[src/rtl/alu_arbiter_pkg.sv]
// Shared constants for the ALU arbiter: opcode encodings, NVZ flag bit positions
// and default widths.
package alu_arbiter_pkg;

   localparam int DW_DEF       = 16;
   localparam int OPW_DEF      = 4;
   localparam int MAX_WAIT_DEF = 4;

   localparam logic [3:0] OP_ADD = 4'h0;
   localparam logic [3:0] OP_SUB = 4'h1;
   localparam logic [3:0] OP_AND = 4'h2;
   localparam logic [3:0] OP_OR  = 4'h3;
   localparam logic [3:0] OP_XOR = 4'h4;
   localparam logic [3:0] OP_SLL = 4'h5;
   localparam logic [3:0] OP_SRL = 4'h6;

   localparam int FLAG_N = 2;
   localparam int FLAG_V = 1;
   localparam int FLAG_Z = 0;

endpackage

[src/rtl/alu_arbiter_flag_update.sv]
// Next-state logic for the NVZ flag register; flags move only when en is high
// and only for the opcodes that define them.
module alu_flag_update
   import alu_arbiter_pkg::*;
#(
   parameter int DW  = DW_DEF,
   parameter int OPW = OPW_DEF
) (
   input  logic [OPW-1:0] op,
   input  logic [DW-1:0]  alu_out,
   input  logic           alu_err,
   input  logic           en,
   input  logic [2:0]     flag_q,
   output logic [2:0]     flag_d
);

   always_comb begin
      flag_d = flag_q;
      if (en) begin
         if (op == OPW'(OP_ADD) || op == OPW'(OP_SUB)) begin
            flag_d[FLAG_N] = alu_out[DW-1];
            flag_d[FLAG_V] = alu_err;
         end
         // Z is defined for the whole arithmetic/logic group, ADD through SRL.
         if (op <= OPW'(OP_SRL)) begin
            flag_d[FLAG_Z] = (alu_out == '0);
         end
      end
   end

endmodule

[src/rtl/alu_arbiter.sv]
// Two-requester arbiter in front of a shared combinational ALU, owning the NVZ flags.
// Build option ALU_ARB_PIPE_PRIO_EN: requester 0 priority with a starvation guard.
module alu_arbiter
   import alu_arbiter_pkg::*;
#(
   parameter int DW       = DW_DEF,
   parameter int OPW      = OPW_DEF,
   parameter int MAX_WAIT = MAX_WAIT_DEF
) (
   input  logic           clk,
   input  logic           rst,
   input  logic           req0_valid,
   output logic           req0_ready,
   input  logic [OPW-1:0] req0_op,
   input  logic [DW-1:0]  req0_a,
   input  logic [DW-1:0]  req0_b,
   input  logic           req1_valid,
   output logic           req1_ready,
   input  logic [OPW-1:0] req1_op,
   input  logic [DW-1:0]  req1_a,
   input  logic [DW-1:0]  req1_b,
   output logic [DW-1:0]  alu_in1,
   output logic [DW-1:0]  alu_in2,
   output logic [OPW-1:0] alu_op,
   input  logic [DW-1:0]  alu_out,
   input  logic           alu_err,
   output logic           rsp0_valid,
   output logic           rsp1_valid,
   output logic [DW-1:0]  rsp_data,
   output logic [2:0]     flag_out
);

   // Handshake: a transfer happens when reqN_valid && reqN_ready in the same cycle;
   // ready is the combinational grant, and the response pulses exactly one cycle later.
   logic       grant0;
   logic       grant1;
   logic       last_grant;
   logic [2:0] flag_q;
   logic [2:0] flag_d;

`ifdef ALU_ARB_PIPE_PRIO_EN
   localparam int WCW = $clog2(MAX_WAIT + 1);
   logic [WCW-1:0] wait_cnt;
   logic           starved;

   assign starved = (wait_cnt == WCW'(MAX_WAIT));

   always_comb begin
      grant0 = rst && req0_valid && !(req1_valid && starved);
      grant1 = rst && req1_valid && !grant0;
   end

   always_ff @(posedge clk) begin
      if (!rst) begin
         wait_cnt <= '0;
      end else if (!req1_valid || grant1) begin
         wait_cnt <= '0;
      end else if (!starved) begin
         wait_cnt <= wait_cnt + 1'b1;
      end
   end
`else
   // On a tie the requester that did not win last time goes first.
   always_comb begin
      grant0 = rst && req0_valid && !(req1_valid && !last_grant);
      grant1 = rst && req1_valid && !grant0;
   end
`endif

   assign req0_ready = grant0;
   assign req1_ready = grant1;

   always_comb begin
      alu_op  = grant1 ? req1_op : req0_op;
      alu_in1 = grant1 ? req1_a  : req0_a;
      alu_in2 = grant1 ? req1_b  : req0_b;
   end

   alu_flag_update #(
      .DW  (DW),
      .OPW (OPW)
   ) u_flag_update (
      .op      (alu_op),
      .alu_out (alu_out),
      .alu_err (alu_err),
      .en      (grant0),
      .flag_q  (flag_q),
      .flag_d  (flag_d)
   );

   always_ff @(posedge clk) begin
      if (!rst) begin
         rsp0_valid <= 1'b0;
         rsp1_valid <= 1'b0;
         rsp_data   <= '0;
         flag_q     <= '0;
         last_grant <= 1'b1;
      end else begin
         rsp0_valid <= grant0;
         rsp1_valid <= grant1;
         flag_q     <= flag_d;
         if (grant0 || grant1) begin
            rsp_data   <= alu_out;
            last_grant <= grant1;
         end
      end
   end

   assign flag_out = flag_q;

endmodule
[config.mk]
export PLATFORM = sky130hd
export DESIGN_NAME = alu_arbiter
export DESIGN_NICKNAME = d
export VERILOG_FILES = /design/src/rtl/alu_arbiter_pkg.sv /design/src/rtl/alu_arbiter_flag_update.sv /design/src/rtl/alu_arbiter.sv
export SDC_FILE = /design/constraint.sdc
export NUM_CORES = 1
export LEC_CHECK = 0
export CORE_ASPECT_RATIO = 1.2
export CORE_MARGIN = 2
export CORE_UTILIZATION = 28
export DETAILED_ROUTE_END_ITERATION = 7
export PLACE_DENSITY = 0.82
export SYNTH_ARGS = -nofsm -noshare
export SYNTH_HDL_FRONTEND = slang
export SYNTH_SLANG_ARGS = --single-unit
[constraint.sdc]
create_clock -name clk -period 1.95 [get_ports clk]
set_clock_uncertainty 0.2 [all_clocks]
set_input_delay 0.39 -clock clk [delete_from_list [all_inputs] [get_ports clk]]
set_output_delay 0.39 -clock clk [all_outputs]
set_load 0.1 [all_outputs]
==> impl_metrics.ini <==
[clock_network]
cts_buffer_depth = 2
clkSlewWorstSetupHoldPaths_ns = 0.08
cts-buffers-inserted = 3
clock_latency_ns = 0.27
cts_num_sinks = 22
cts_max_level = 1
cts_tree = built
cts_hold_buf = 0
root_buffer = clkbuf_8

[routing]
antenna_left = 0
drt-total-wl_um = 8924
drc = 0
dr.pass1.iters = 4
drt_iter0_drc = 37
via_per_inst = 5.102
wl_per_cell_um = 23.86
vias = 1908

[hold_path]
worstHoldPathCells = 2
hp-class = reg2reg

[finish]
num_antenna_cells = 0
final_area_um2 = 3944
final_util_pct = 85.84
drive_gt1_share_pct = 40.82
finalNetCount = 411
area_growth_syn_to_layout_pct = 192.9

[floorplan]
core_area_um2 = 4594
num_rows = 27
boundaryPins = 152
dieHeight_um = 79.96
start_util_pct = 29.30
fp.dieArea_um2 = 5381
die_w_um = 67.30

[global_route]
grt-ovfl-total = 0
grt_pass1_wl_um = 12900
grt_max_degree = 28
antenna_found_initial = 0
grt_pass1_vias = 2102
grt.total_usage_pct = 33.31

[synth]
syn_area_um2 = 1346
synth_area_leaders = dfxtp_1 33%, mux2_2 28%, nand2_1 11%
synth_top_cell_by_area = dfxtp_1
ys_seq_area_share_pct = 32.71
synthArstFlopShare_pct = 0
synth_edf_count = 0
synth_warnings = 0
synth_cells = 149
ys.flop_type = dfxtp_1
yosysMostFrequentCell = nand2_1
synth_common_cells = 39 x nand2_1, 34 x mux2_2, 22 x dfxtp_1
synth-seq-cells = 22
avgSynthCellArea_um2 = 9.036
synth_top_cell_area_share_pct = 32.71
synth_nets = 242
synth_cell_type_count = 29

[place]
place_congestion = 0.7766
place_hpwl_um = 6211
placed_cell_area_um2 = 3717
portBuffers = 151

[timing]
setup_ws_ns = -0.3163
final_max_slew_viol_count = 0
hold_viol = 0
max_freq_mhz = 441.2
setup_violations = 38
period_needed_ns = 2.266
worstMarginPinSlew_ns = 0.3179
rsz0062_at_grt = yes
fin_crit_sh_pct = 116.2
timing.slew.headroom_pct = 78.51

[setup_path]
path_max_fanout = 5
crit_path_max_incr_delay_ns = 0.34
required_ns = 1.36
start_kind = primary input
cpMostUsedCell = buf_12
cp_data_arrival_time_ns = 1.68
cp-end-kind = output pin
path_class = in2out
cp_slowest_cell = mux2_4
critical_path.cell_chain = clkdlybuf4s15_2, nand2_2, and3_4, buf_12, buf_12, mux2_4, buf_12
reg2reg_depth = 6

[power]
pwr_density_cell_nw_per_um2 = 570.2
ir_drop_mv = 0.4891
p_leak_nw = 1.675

[run_status]
outcome = complete, but fails checks
violations = negative setup slack

[run]
maxCapViolCount = 0
## placed cells by master, fill, tap and decap left out, types with 2 or more instances in the layout
| cell | synthesis | layout |
|---|---|---|
| buf_6 | 3 | 3 |
| mux2_4 | 1 | 35 |
| nand2_2 | 0 | 3 |
| nand2_1 | 39 | 36 |
| buf_4 | 1 | 12 |
| a21boi_0 | 15 | 15 |
| inv_1 | 4 | 4 |
| clkbuf_8 | 0 | 3 |
| nand3_1 | 2 | 2 |
| buf_12 | 0 | 65 |
| dfxtp_1 | 22 | 21 |
| clkdlybuf4s50_1 | 0 | 89 |
| mux2i_1 | 3 | 3 |
## registers in the layout, indices dropped and copies added (netlist names)
register / flops
rsp_data: 16
flag_out: 3
last_grant: 1
rsp0_valid: 1
rsp1_valid: 1
## worst max-delay path: cells and delay by family
family | cells | cell delay (ns)
buffers and inverters | 4 | 0.65
muxes | 1 | 0.34
and+or+nand+nor | 2 | 0.30
## logic make-up (layout without fill, tap and decap cells)
kind of cell | count (synthesis) | in the layout | share of synthesized area [%]
compound gates | 24 | 24 | 12.55
buf+inv | 14 | 181 | 6.226
flops | 22 | 22 | 32.71
mux | 38 | 38 | 31.78
simple gates | 51 | 51 | 16.73
## what timing repair did
item,4_1_cts,5_1_grt
setup endpoints to repair,40,39
pin swaps,2,1
gates cloned,2,0
resized for setup,21,4
buffers inserted,8,0
endpoints found under the hold margin,0,0
## per-stage QoR
stage          instances  hold slack, ns  power [mW]  TNS (ns)  setup slack (ns)
2_1_floorplan        149          0.2771       1.290    -2.401           -0.1824
3_3_place_gp         362          0.2775       1.881    -19.07           -0.5365
3_5_place_dp         362          0.2824       1.909    -23.94           -0.6505
4_1_cts              375          0.2935       2.243    -10.14           -0.3553
5_1_grt              374          0.3085       2.308    -11.58           -0.3525
6_report             374          0.2924       2.249    -10.01           -0.3163
## final cells by class
class / instances / area, um2
clock buffers: 3 / 41.29
fillers: 210 / 650.6
inverters: 4 / 15.01
multi-input cells: 113 / 984.7
flip-flops and latches: 22 / 441.7
well taps: 58 / 72.57
repair buffers: 174 / 2389
## report_power, final
group / leakage, nW / switching [mW] / internal, mW
logic: 1.47 / 0.836 / 0.633
registers: 0.180 / 0.0251 / 0.473
clock network: 0.0216 / 0.144 / 0.138
total: 1.67 / 1.00 / 1.24
## routing by layer
layer  up-vias  track usage [%]  routed length, um
met5         -                0                  0
li1        850                -                  -
met2       137            59.31               4549
met4         0            14.29                333
met1       892            33.50               2957
met3        29            13.26               1083
## path summary, 6_finish.rpt
kind,from,end,slack (ns)
worst max register to register,last_grant,flag_out[1],0.27
worst max-delay path,req0_valid,alu_in2[6],-0.32
worst min-delay path,rsp_data[15],rsp_data[15],0.29
worst min register to register,rsp_data[15],rsp_data[15],0.29
No activity file was read; power rests on OpenSTA's default activity.
